**config.mk**
```make
export PLATFORM = sky130hd
export DESIGN_NAME = rng_stream
export DESIGN_NICKNAME = d
export VERILOG_FILES = /design/src/rtl/rng_stream.sv
export SDC_FILE = /design/constraint.sdc
export NUM_CORES = 1
export LEC_CHECK = 0
export CORE_AREA = 4 4 268 165
export CTS_BUF_LIST = sky130_fd_sc_hd__clkbuf_8
export DETAILED_ROUTE_END_ITERATION = 7
export DIE_AREA = 0 0 272 169
export GPL_TIMING_DRIVEN = 0
export MAX_ROUTING_LAYER = met4
export PLACE_DENSITY = 0.89
export SLEW_MARGIN = 40
export SYNTH_ARGS = -nofsm -noshare
export SYNTH_HDL_FRONTEND = slang
export SYNTH_SLANG_ARGS = --single-unit
```
**constraint.sdc**
```tcl
create_clock -name clk -period 2.7 [get_ports clk]
set_clock_uncertainty 0.05 [all_clocks]
set_input_delay 0.405 -clock clk [delete_from_list [all_inputs] [get_ports clk]]
set_output_delay 0.405 -clock clk [all_outputs]
set_load 0.1 [all_outputs]
```
**src/rtl/rng_stream.sv**
```systemverilog
// Multi-lane xorshift32 random source with seed load, warm-up and a FIFO-buffered
// valid/ready output stream.
//
// state     | meaning
// ST_IDLE   | after reset, lanes zero, waiting for a seed
// ST_WARMUP | stepping lanes every cycle without pushing, busy high
// ST_RUN    | step + push whenever enabled and the FIFO can take a word
module rng_stream #(
  parameter int WIDTH  = 96,
  parameter int DEPTH  = 4,
  parameter int WARMUP = 8
) (
  input  logic                       clk,
  input  logic                       rst,
  input  logic                       load_seed,
  input  logic [WIDTH-1:0]           seed_in,
  input  logic                       enable,
  output logic                       rnd_valid,
  input  logic                       rnd_ready,
  output logic [WIDTH-1:0]           rnd_data,
  output logic [$clog2(DEPTH+1)-1:0] fifo_level,
  output logic                       busy
);

  localparam int LANES = WIDTH / 32;
  localparam int LW    = $clog2(DEPTH + 1);
  localparam int PW    = $clog2(DEPTH);
  localparam int CW    = (WARMUP > 0) ? $clog2(WARMUP + 1) : 1;
  localparam logic [CW-1:0] WARM_LAST = (WARMUP > 0) ? CW'(WARMUP - 1) : '0;

  typedef enum logic [1:0] {ST_IDLE, ST_WARMUP, ST_RUN} state_t;

  state_t           state, state_next;
  logic [WIDTH-1:0] lanes, lanes_step;
  logic [CW-1:0]    warm_cnt;
  logic [WIDTH-1:0] mem [DEPTH];
  logic [PW-1:0]    wr_ptr, rd_ptr;
  logic [LW-1:0]    level;
  logic             do_pop, do_push, do_step;

  function automatic logic [31:0] xorshift32(input logic [31:0] x);
    logic [31:0] y;
    y = x ^ (x << 13);
    y = y ^ (y >> 17);
    y = y ^ (y << 5);
    return y;
  endfunction

  // An all-zero lane is a fixed point of xorshift, so it gets a per-lane constant.
  function automatic logic [WIDTH-1:0] seed_fix(input logic [WIDTH-1:0] s);
    logic [WIDTH-1:0] r;
    r = '0;
    for (int i = 0; i < LANES; i++) begin
      if (s[32*i +: 32] == 32'd0) r[32*i +: 32] = 32'h6D2B79F5 ^ 32'(i);
      else                        r[32*i +: 32] = s[32*i +: 32];
    end
    return r;
  endfunction

  always_comb begin
    lanes_step = '0;
    for (int i = 0; i < LANES; i++)
      lanes_step[32*i +: 32] = xorshift32(lanes[32*i +: 32]);
  end

  always_comb begin
    state_next = state;
    do_pop     = rnd_valid & rnd_ready & ~load_seed;
    do_push    = 1'b0;
    do_step    = 1'b0;
    case (state)
      ST_IDLE: ;
      ST_WARMUP: begin
        do_step = 1'b1;
        if (warm_cnt == WARM_LAST) state_next = ST_RUN;
      end
      ST_RUN: begin
        do_push = enable & ((level < LW'(DEPTH)) | do_pop);
        do_step = do_push;
      end
      default: state_next = ST_IDLE;
    endcase
    if (load_seed) begin
      state_next = (WARMUP > 0) ? ST_WARMUP : ST_RUN;
      do_push    = 1'b0;
      do_step    = 1'b0;
    end
  end

  always_ff @(posedge clk or negedge rst) begin
    if (!rst) state <= ST_IDLE;
    else      state <= state_next;
  end

  always_ff @(posedge clk or negedge rst) begin
    if (!rst) begin
      lanes    <= '0;
      warm_cnt <= '0;
      wr_ptr   <= '0;
      rd_ptr   <= '0;
      level    <= '0;
      for (int i = 0; i < DEPTH; i++) mem[i] <= '0;
    end else if (load_seed) begin
      lanes    <= seed_fix(seed_in);
      warm_cnt <= '0;
      wr_ptr   <= '0;
      rd_ptr   <= '0;
      level    <= '0;
    end else begin
      if (do_step) lanes <= lanes_step;
      if (state == ST_WARMUP) warm_cnt <= warm_cnt + CW'(1);
      if (do_push) begin
        mem[wr_ptr] <= lanes_step;
        wr_ptr      <= wr_ptr + PW'(1);
      end
      if (do_pop) rd_ptr <= rd_ptr + PW'(1);
      if (do_push && !do_pop)      level <= level + LW'(1);
      else if (!do_push && do_pop) level <= level - LW'(1);
    end
  end

  assign rnd_valid  = (level != '0);
  assign rnd_data   = mem[rd_ptr];
  assign fifo_level = level;
  assign busy       = (state == ST_WARMUP);

endmodule

```
==> impl_metrics.tcl, run 1 <==
set metrics [dict create \
    finalCritPeriodShare 1.00 \
    overflow 0 \
    area_growth_syn_to_layout_pct 19.3 \
    power_mw 35.8 \
    tightest_slew_ns 0.967 \
    setup_viol 2 \
    peakVddDrop_mv 0.730 \
    fp.dieH_um 169 \
    maxSlewViolCount 0 \
    ys_types 52 \
    slowest_delay_ns 0.43 \
    met3_usage 0.0951 \
    synth_flop_cell "dfrtp_1" \
    path_clk_slew_ns 0.08 \
    netlist_instances 1744 \
    crit_path_frequent_cell "buf_2" \
    hpwlAfterDp_mm 52.7 \
    antenna_found_initial 9 \
    crit_type "flip-flop to flip-flop" \
    grt_pass1_vias 18000 \
    slowest_stage "buf_2" \
    drc_errors 0 \
    avgSynthCellArea_um2 14.2 \
    rsz0062_at_grt "true" \
    h-tree-depth 3 \
    drt_iter0_markers 1795 \
    detail_route.wl_per_cell_um 27.3 \
    max_freq_ghz 0.370 \
    worstPathArrival_ns 3.17 \
    met2_usage 0.485 \
    maxCapViolations 0 \
    power.leakage_nw 14.3 \
    cts_buffers 74 \
    die_area_um2 46000 \
    synth.cell_area_um2 24800 \
    ios 202 \
    grt_pass1_wl_mm 111 \
    clkSinkCount 493 \
    syn_nets 1853 \
    cts_tree "built" \
    start_util 0.596 \
    slew_headroom 0.355 \
    vias 16900 \
    power.density_nw_per_um2 1210 \
    final_util 0.712 \
    hold_class "input port to async pin" \
    ys_seq_area_frac 0.498 \
    cp.required_ns 3.17 \
    fillers 2774 \
    top_usage_layer "met2" \
    core_um2 41600 \
    finalHoldViolCount 0 \
    period_needed_ns 2.70 \
    grtUsageMet1 0.446 \
    viasPerCell 6.34 \
    wl_mm 73.0 \
    drive_gt1_frac 0.392 \
    critPathMaxFanout 10 \
    async_reset_ff_frac 1.00 \
    cts_root_buf "clkbuf_8" \
    end_kind "flip-flop" \
    ys_ff_latch 493 \
    gp_congestion 1.00 \
    ant_nets 0 \
    clockBufferDepth 3 \
    critPathTopFamily "buffers and inverters" \
    dr.pass1.iters 5 \
    dieWidth_um 272 \
    fin_ws_ns -0.00211 \
    grt_max_degree 81 \
    path_buf_inv 3 \
    num_rows 58 \
    start_kind "flip-flop" \
    synth_enable_flop_cells 0 \
    status "finished with violations" \
    violations "negative setup slack" \
    layout.nets 2142 \
    gr-usage-all-layers 0.331 \
    clkLatencyLatePin_ns 0.65 \
    port-buffer-count 201 \
    yosys_warnings 0 \
    crit_chain "inv_1 -> ha_1 -> nand3b_1 -> nor2_2 -> nand2_2 -> buf_2 -> buf_2 -> mux2_2" \
]
## cells in the mapped netlist (7+ instances only)
cell type  instances  area (um^2)
ha_1               7         87.6
nor4_1            24          150
a21oi_1           15         75.1
xor2_1            47          412
o221a_2            9          101
mux2i_1           40          400
a32oi_1           28          245
clkbuf_1          48          180
nand2b_1          16          100
xnor2_2            7          114
a2111oi_0          9         78.8
o21ai_0           55          275
nand2_1           74          278
xnor3_1           33          743
or3_1             19          119
xnor2_1          102          893
mux2_2           384         4320
nor2_1            69          259
xor3_1            18          428
a2bb2oi_1         18          158
mux4_2            96         2160
buf_4             17          128
inv_1              7         26.3
dfrtp_1          493        12300
buf_2             43          215
a31oi_1           12         75.1
## power by group
group / switching, mW / total (mW) / leakage [nW] / internal (mW)
combinational: 12.5 / 20.2 / 6.83 / 7.66
clock: 3.01 / 6.20 / 0.862 / 3.19
sequential: 1.22 / 9.44 / 6.65 / 8.21
## placed cells by master, fill, tap and decap left out, types with 12 or more instances in the layout
master / Yosys / routed
a21oi_1: 15 / 15
a2bb2oi_1: 18 / 18
a31oi_1: 12 / 12
a32oi_1: 28 / 28
buf_12: 0 / 16
buf_2: 43 / 48
buf_4: 17 / 38
buf_6: 0 / 64
clkbuf_1: 48 / 27
clkbuf_8: 0 / 94
clkdlybuf4s50_1: 0 / 99
dfrtp_1: 493 / 491
inv_1: 7 / 32
mux2_2: 384 / 384
mux2i_1: 40 / 40
mux4_2: 96 / 96
nand2_1: 74 / 71
nand2b_1: 16 / 16
nor2_1: 69 / 68
nor4_1: 24 / 24
o21ai_0: 55 / 55
or3_1: 19 / 19
xnor2_1: 102 / 99
xnor3_1: 33 / 33
xor2_1: 47 / 47
xor3_1: 18 / 18
## state kept, by name, indices dropped and copies added (netlist names)
| register | count |
|---|---|
| warm_cnt | 4 |
| wr_ptr | 2 |
| rd_ptr | 2 |
| state | 2 |
| mem | 384 |
| lanes | 96 |
| fifo_level | 3 |
## cell families after synthesis
logic type / after synthesis / synth area share
adder cells (fa/ha/maj): 8 / 0.00434
AO/OA/AOI/OAI: 169 / 0.0485
AND/OR/NAND/NOR: 225 / 0.0431
buffers and inverters: 120 / 0.0229
XOR/XNOR: 209 / 0.106
multiplexers: 520 / 0.278
flip-flops: 493 / 0.498
## worst paths after layout
kind | start | cells after the start | slack [ns] | end
worst max-delay path | state[0]$_DFFE_PN0P_ | 8 | -0.002 | mem[56]$_DFFE_PN0P_
worst min-delay path | rst | 2 | 0.26 | mem[281]$_DFFE_PN0P_
worst max register to register | state[0]$_DFFE_PN0P_ | 8 | -0.002 | mem[56]$_DFFE_PN0P_
worst min register to register | mem[140]$_DFFE_PN0P_ | 1 | 0.45 | mem[140]$_DFFE_PN0P_
max in group asynchronous | rst | 4 | 1.16 | mem[147]$_DFFE_PN0P_
min in group clk | seed_in[45] | 2 | 0.32 | lanes[45]$_DFFE_PN0P_
## stage by stage
step                      hold slack [ns]  setup WS (ns)  cells  cell area [um^2]   TNS, ns
final                               0.263       -0.00211   2671             29600  -0.00367
after global routing                0.281        -0.0384   2669             29600    -0.245
after CTS                           0.271        -0.0265   2656             29100    -0.211
after detailed placement            0.342         -0.663   2521             27200   -106.20
after global placement              0.431         -19.62   2515             27500  -9806.15
after floorplan                    0.0594          0.243   1744             24800         0
## repair_timing
item | CTS | global route
setup buffers | 3 | 4
hold buffers | 1 | 0
endpoints found under the hold margin | 61 | 0
endpoints found under the setup margin | 138 | 160
resized for setup | 154 | 106
## metal layers
metal  vias to the layer above  wire [um]
met4                         0       3120
li1                       7029          -
met3                       210       7220
met1                      8847      29200
met5                         -          0
met2                       860      33500
## cell type report
cell class | count | area (um^2) | area share
repair buffers | 215 | 2340 | 0.0790
clock buffers | 92 | 1270 | 0.0428
flip-flops and latches | 493 | 12300 | 0.417
plain buffers | 110 | 737 | 0.0249
multi-input cells | 1131 | 11900 | 0.403
clock inverters | 41 | 215 | 0.00727
diodes | 11 | 27.5 | 0.000930
well taps | 570 | 713 | 0.0241
inverters | 8 | 30.0 | 0.00101
(Power assumes the default switching activity.)
==> inputs of run 2 (changes only) <==
Settings changed: CORE_AREA 4 4 268 165 to 8 8 272 169, DIE_AREA 0 0 272 169 to 0 0 280 177.
==> run 2 against run 1 <==
- the run still ends with negative setup slack left
- sequential power barely moved
- global-route usage decreased by 2.8 points
- register-to-register slack improved by 0.05 ns
- critical endpoint is now rnd_data[55]
- final area increased by 0.66%
==> impl_metrics.tcl, run 2 (synthesis results as in run 1) <==
set metrics [dict create \
    hold_class "input port to async pin" \
    critPathMaxFanout 8 \
    rsz0062_at_grt "true" \
    hpwlAfterDp_mm 52.9 \
    tns_ns -1.62 \
    slew_headroom 0.417 \
    setup_viol 53 \
    cts_root_buf "clkbuf_8" \
    crit_type "flip-flop to output pin" \
    swShare 0.464 \
    r2r-start "state[1]$_DFFE_PN0P_" \
    final_cell_mix "491 x dfrtp_1, 384 x mux2_2, 102 x xnor2_1" \
    layout.nets 2153 \
    maxCapViolations 0 \
    dr.pass1.iters 5 \
    fp.dieH_um 177 \
    finalHoldViolCount 0 \
    power_mw 35.6 \
    p_switching_mw 16.5 \
    power.leakage_nw 14.4 \
    pwr-share-clk 0.172 \
    end_kind "output pin" \
    worstPathArrival_ns 2.34 \
    core_um2 42300 \
    vias 16900 \
    gr-usage-all-layers 0.303 \
    overflow 0 \
    p_int_mw 19.1 \
    r2r-end "lanes[93]$_DFFE_PN0P_" \
    seq_power_share 0.264 \
    maxSlewViolCount 0 \
    start_util 0.586 \
    cts_buffers 75 \
    finalCritPeriodShare 1.04 \
    endpoint "rnd_data[55]" \
    clockBufferDepth 3 \
    gp_congestion 0.998 \
    fillers 2794 \
    violations "negative setup slack" \
    drt_iter0_markers 1616 \
    grt_max_degree 83 \
    peakVddDrop_mv 0.895 \
    regMostFlops "mem" \
    clkSinkCount 493 \
    h-tree-depth 3 \
    wl_mm 73.5 \
    num_rows 59 \
    status "finished with violations" \
    reg2reg_depth 10 \
    largest_register_ffs 384 \
    area_growth_syn_to_layout_pct 20.1 \
    drive_gt1_frac 0.390 \
    reg_top3 "mem x384, lanes x96, warm_cnt x4" \
    combPwrFrac 0.564 \
    tightest_slew_ns 0.875 \
    clkLatencyLatePin_ns 0.64 \
    drc_errors 0 \
    dieWidth_um 280 \
    final_cell_area_um2 29800 \
    cp.required_ns 2.25 \
    grt_pass1_vias 17900 \
    power.density_nw_per_um2 1200 \
    final_util 0.704 \
    ff2ff_setup_slack_ns 0.05 \
    ant_nets 0 \
    start_kind "flip-flop" \
    cp-startpoint "rd_ptr[0]$_DFFE_PN0P_" \
    grt_pass1_wl_mm 110 \
    fin_ws_ns -0.0957 \
    antenna_found_initial 6 \
    cts_tree "built" \
    path_clk_slew_ns 0.06 \
    period_needed_ns 2.80 \
    viasPerCell 6.29 \
    detail_route.wl_per_cell_um 27.4 \
    die_area_um2 49600 \
    ios 202 \
    max_freq_ghz 0.358 \
    port-buffer-count 201 \
    place_area_um2 27200 \
    mostFrequentLayoutCell "dfrtp_1" \
]
## run 2: routing by layer
layer / global-route usage / routed length (um) / up-vias / part of all wire
met1: 0.395 / 30000 / 8863 / 0.41
met3: 0.0791 / 6550 / 176 / 0.089
li1: - / - / 7051 / -
met4: 0.115 / 2920 / 0 / 0.040
met2: 0.458 / 34000 / 784 / 0.46
met5: - / 0 / - / 0
## run 2: what timing repair did
item,4_1_cts,5_1_grt
cloned,1,5
buffers inserted,6,4
hold buffers,1,0
pin swaps,0,0
endpoints found under the hold margin,47,0
gates resized for setup,193,78
setup endpoints to repair,108,140
## run 2: worst min path at each step
stage,cells past startpoint,slack [ns],endpoint
6_report,2,0.26,mem[183]$_DFFE_PN0P_
5_1_grt,2,0.28,mem[377]$_DFFE_PN0P_
4_1_cts,2,0.23,mem[183]$_DFFE_PN0P_
3_5_place_dp,1,0.29,mem[377]$_DFFE_PN0P_
3_3_place_gp,1,0.43,mem[102]$_DFFE_PN0P_
2_1_floorplan,0,0.06,fifo_level[0]$_DFFE_PN0P_
## run 2: metrics by stage
stage / hold slack [ns] / worst slack (ns) / cells
finish: 0.256 / -0.0957 / 2684
global route: 0.277 / -0.148 / 2683
CTS: 0.229 / -0.113 / 2668
detailed placement: 0.289 / -0.538 / 2530
global placement: 0.431 / -19.65 / 2524
floorplan: 0.0594 / 0.243 / 1744
## run 2: layout make-up
cell class,instances,area (um^2),area share
Inverter,8,30.0,0.00101
Clock buffer,92,1270,0.0425
Antenna cell,7,17.5,0.000588
Sequential cell,493,12300,0.414
Buffer,111,746,0.0250
Multi-Input combinational cell,1131,11900,0.400
Timing Repair Buffer,224,2560,0.0860
Tap cell,579,724,0.0243
Clock inverter,39,200,0.00672
## run 2: power by group through the flow
stage          clock (mW)  sequential [mW]  combinational [mW]
2_1_floorplan           0             9.26                13.2
3_3_place_gp            0             9.45                18.5
3_5_place_dp            0             9.46                19.2
4_1_cts              6.18             9.34                19.4
5_1_grt              6.50             9.46                21.3
6_report             6.13             9.41                20.1
## run 2: critical path: stages (launching register included)
cell,delay (ns)
dfrtp_2,0.41
clkbuf_16,0.20
buf_16,0.17
buf_12,0.14
mux4_2,0.58
buf_12,0.20
==> edit 1: new RTL, flow settings as in run 2 <==
Encoding of `state_t`: now one-hot (3 bits for 3 states).
--- a/src/rtl/rng_stream.sv
+++ b/src/rtl/rng_stream.sv
@@ -30,3 +30,3 @@
 
-  typedef enum logic [1:0] {ST_IDLE, ST_WARMUP, ST_RUN} state_t;
+  typedef enum logic [2:0] {ST_IDLE = 3'b001, ST_WARMUP = 3'b010, ST_RUN = 3'b100} state_t;
 
Behaviour: no difference found for any inputs over 4 cycles, from zero or initial values and one cycle with rst low; so few cycles prove little.
==> edit 1 against run 2 <==
The flow still finishes with violations (negative setup slack); utilization shrank 1.8 points; clock power grew 5.9%; routed wire length grew 9.7%; die area is the same; sequential cell count grew 1; synthesized area shrank 1.7%; total power grew 5.7%; sequential share of layout area grew 1.2 points; via count grew 22%; worst hold slack lost 0.076 ns; register-to-register slack lost 0.09 ns; cell area shrank 2.6%; setup slack lost 0.010 ns; largest cell class unchanged; largest power group unchanged.
==> edit 1: results (changes against run 2) <==
Run status
  – Outcome: finished, violations left (unchanged)
  – Violated checks: negative setup slack (unchanged)

Route
  – DR vias: 20519 (was 16874)
  – DR pass1 iterations: 6 (was 5)

Cells and area
  – Total of fill cells in the finished design: 3010 (was 2794)
  – Storage cell area: 0.0124 mm^2 (was 0.0123 mm^2)
  – Layout Nets: 2694 (was 2153)
  – Multi-input combinational cell count: 1602 (was 1131)
  – ANT cells: 4 (was 7)
  – Area growth syn-to-layout: 19.1% (was 20.1%)
  – Share of post-route cells with drive strength above 1: 0.169 (was 0.390)
  – Share of cell area taken by multi-input logic gates: 0.385 (was 0.400)

Pwr
  – Switching power: 17.7 mW (was 16.5 mW)
  – Leak pwr: 13.0 nW (was 14.4 nW)
  – Comb power: 21.9 mW (was 20.1 mW)
  – Sequential cell fraction of total power: 0.246 (was 0.264)

Placed design
  – Cell total after placement: 3080 (was 2530)
  – Global placer's final weighted congestion: 1.02 (was 0.998)
  – HPWL reported at the end of detailed placement: 58300 um (was 52900 um)
  – Worst slack at placement: -0.505 ns (was -0.538 ns)
  – Placed Instance Area: 0.0268 mm^2 (was 0.0272 mm^2)

Setup path
  – Maximum fanout encountered on the critical timing path: 10 (was 8)
  – End of the worst register-to-register path: mem[169]$_DFFE_PN0P_ (was lanes[93]$_DFFE_PN0P_)
  – Cell depth of the worst flop-to-flop path: 9 (was 10)
  – R2R setup slack: -0.04 ns (was 0.05 ns)

Timing
  – Setup slack after layout: -0.106 ns (was -0.0957 ns)
  – Transition time of the tightest slew-check pin: 0.947 ns (was 0.875 ns)
  – Setup violations, final: 79 (was 53)

Global routing
  – Global Route met1 Usage: 0.423 (was 0.395)
  – GRT Util Overall: 0.331 (was 0.303)
  – Met3 Use GR: 0.0980 (was 0.0791)
  – Antenna violations before repair: 5 (was 6)
  – Global Route met2 Usage: 0.485 (was 0.458)

Synth
  – Net count after synthesis: 2400 (was 1853)
  – Count of unique library cells instantiated by Yosys: 55 (was 52)
  – Post-Synthesis Cells: 2293 (was 1744)
  – Top cells by count, synth: nand2_1, dfrtp_1, o21ai_0, xnor2_1, xor2_1 (was dfrtp_1, mux2_2, xnor2_1, mux4_2, nand2_1)
  – Sequential cell area fraction in the yosys report: 0.507 (was 0.498)

Clock network
  – TritonCTS Sinks: 494 (was 493)
edit 1: changes by cell type after synthesis, moves of 49 or more:
cell and change:
nand2_1 +459, clkbuf_1 +55, xor2_1 +61, nor3_1 +49
o21ai_0 +329, mux2_2 -383
edit 1: routing by layer:
layer,up-vias,routed length (um)
met1,10187,29500
met2,1596,36400
met3,308,10700
met4,0,4000
met5,-,0
li1,8428,-
edit 1: timing repair:
item | 4_1_cts | 5_1_grt
resized for setup | 168 | 19
buffers inserted | 6 | 5
endpoints found under the hold margin | 184 | 0
pin swaps | 0 | 1
hold buffers | 1 | 0
setup endpoints to repair | 102 | 171
edit 1: logic make-up after synthesis:
| kind of cell | count (synthesis) | synth area share |
|---|---|---|
| XOR/XNOR | 307 | 0.136 |
| multiplexers | 102 | 0.0913 |
| AO/OA/AOI/OAI | 497 | 0.110 |
| adder cells (fa/ha/maj) | 6 | 0.00339 |
| buffers and inverters | 197 | 0.0343 |
| flip-flops | 494 | 0.507 |
| AND/OR/NAND/NOR | 690 | 0.118 |
==> edit 2: new RTL, settings of run 2 <==
Made on the original files. Change the parameter `DEPTH` from 4 to 2.
--- a/src/rtl/rng_stream.sv
+++ b/src/rtl/rng_stream.sv
@@ -9,3 +9,3 @@
   parameter int WIDTH  = 96,
-  parameter int DEPTH  = 4,
+  parameter int DEPTH  = 2,
   parameter int WARMUP = 8
Interface: changed (resized fifo_level); port bits go from 202 to 201. No check against the original RTL was run, so the function may have changed too.
==> edit 2 against run 2 <==
Cell area decreased by 36%; routed wire length decreased by 16%; sequential share of layout area decreased by 2.2 points; total power decreased by 23%; maximum frequency increased by 4.9%; via count decreased by 18%; setup slack improved by 0.13 ns; clock power decreased by 32%; combinational power decreased by 15%; sequential cell count decreased by 195; synthesized area decreased by 38%; cell count decreased by 7.9%; critical endpoint is now rnd_data[63].
==> edit 2: results (changes against run 2) <==
Run status
  – Outcome: completed (was finished, violations left)

Cells and area
  – Layout Nets: 1968 (was 2153)
  – Share of post-route cells with drive strength above 1: 0.177 (was 0.390)
  – Largest regs: mem: 192 flops, lanes: 96 flops, warm_cnt: 4 flops (was mem: 384 flops, lanes: 96 flops, warm_cnt: 4 flops)

Timing
  – Slew Limit Headroom: 0.441 (was 0.417)
  – Tcrit/Tclk final: 0.987 (was 1.04)

Clock network
  – Number of buffers created by CTS: 47 (was 75)
  – TritonCTS Sinks: 298 (was 493)
  – Number of buffers inserted by post-CTS setup repair: 4 (was 6)
  – Worst-skew pair later-pin latency: 0.60 ns (was 0.64 ns)
  – CTS-repair resized insts: 40 (was 193)

Global routing
  – Global Route met2 Usage: 0.363 (was 0.458)
  – Number of global-route vias before repair: 13913 (was 17867)
  – GRT Util Overall: 0.248 (was 0.303)
  – Global-route wire length before repair: 89700 um (was 110000 um)
  – Global Route met1 Usage: 0.322 (was 0.395)
  – Antenna violations before repair: 1 (was 6)
  – Largest net degree at the start of global routing: 76 (was 83)
  – Met3 Use GR: 0.0745 (was 0.0791)

Pwr
  – Peak supply drop: 0.840 mV (was 0.895 mV)
  – Leak pwr: 8.72 nW (was 14.4 nW)

Route
  – Mean routed wirelength per cell: 24.9 um (was 27.4 um)
  – DR vias/cell: 5.58 (was 6.29)
  – DR pass1 iterations: 6 (was 5)
  – Met1 wire length: 25400 um (was 30000 um)

Synth
  – Sequential cell area fraction in the yosys report: 0.482 (was 0.498)
  – Top cells by count, synth: nand2_1, dfrtp_1, o21ai_0, xnor2_1, nor3_1 (was dfrtp_1, mux2_2, xnor2_1, mux4_2, nand2_1)

Placed design
  – Worst slack at placement: -0.601 ns (was -0.538 ns)
  – HPWL reported at the end of detailed placement: 46900 um (was 52900 um)
  – I/O Buffers: 200 (was 201)

Setup path
  – End of the worst register-to-register path: mem[106]$_DFFE_PN0P_ (was lanes[93]$_DFFE_PN0P_)
  – Cell depth of the worst flop-to-flop path: 9 (was 10)
  – Maximum fanout encountered on the critical timing path: 10 (was 8)
  – Maximum cell stage delay along the critical path: 0.45 ns (was 0.58 ns)
  – R2R setup slack: 0.09 ns (was 0.05 ns)
  – R2R Path Start: state[0]$_DFFE_PN0P_ (was state[1]$_DFFE_PN0P_)
edit 2: changes by cell type after synthesis, sizes merged, moves of 48 or more:
cell / change
nand2: +299
mux2: -288
dfrtp: -195
o21ai: +164
nor3: +97
mux4: -96
nor2: -48
edit 2: through the flow:
step | std cells | hold WS, ns | setup TNS [ns] | total power [mW] | area (um^2)
after floorplan | 1606 | 0.0594 | 0 | 17.1 | 15500
after global placement | 2385 | 0.403 | -3501.23 | 22.3 | 18200
after detailed placement | 2389 | 0.279 | -79.84 | 22.4 | 17800
after CTS | 2470 | 0.227 | 0 | 26.6 | 18900
after global routing | 2472 | 0.255 | 0 | 28.6 | 19000
final | 2472 | 0.248 | 0 | 27.4 | 19000
edit 2: final cells by class:
type	count	area [um^2]
clock buffers	56	771
inverters	5	18.8
plain buffers	111	522
clock inverters	21	191
fillers	4006	23300
diodes	1	2.50
well taps	579	724
multi-input cells	1191	7590
flip-flops and latches	298	7460
repair buffers	210	1720
edit 2: how the worst max path moves through the flow:
stage | end | startpoint | cells after the start
after floorplan | lanes[68]$_DFFE_PN0P_ | state[1]$_DFFE_PN0P_ | 9
after global placement | mem[157]$_DFFE_PN0P_ | rst | 1
after detailed placement | lanes[66]$_DFFE_PN0P_ | rnd_ready | 7
after CTS | rnd_data[63] | rd_ptr$_DFFE_PN0P_ | 3
after global routing | rnd_data[31] | rd_ptr$_DFFE_PN0P_ | 4
final | rnd_data[63] | rd_ptr$_DFFE_PN0P_ | 3
edit 2: cells by family after synthesis:
family          Yosys count  synth area share
compound gates          307             0.109
xor+xnor                239             0.155
fa+ha+maj                 3           0.00243
buf+inv                 117            0.0298
flops                   298             0.482
mux                     102            0.0738
simple gates            540             0.147
edit 2: report_power, final:
group	internal, mW	switching (mW)
registers	5.29	1.03
logic	5.99	11.0
clock network	2.25	1.89
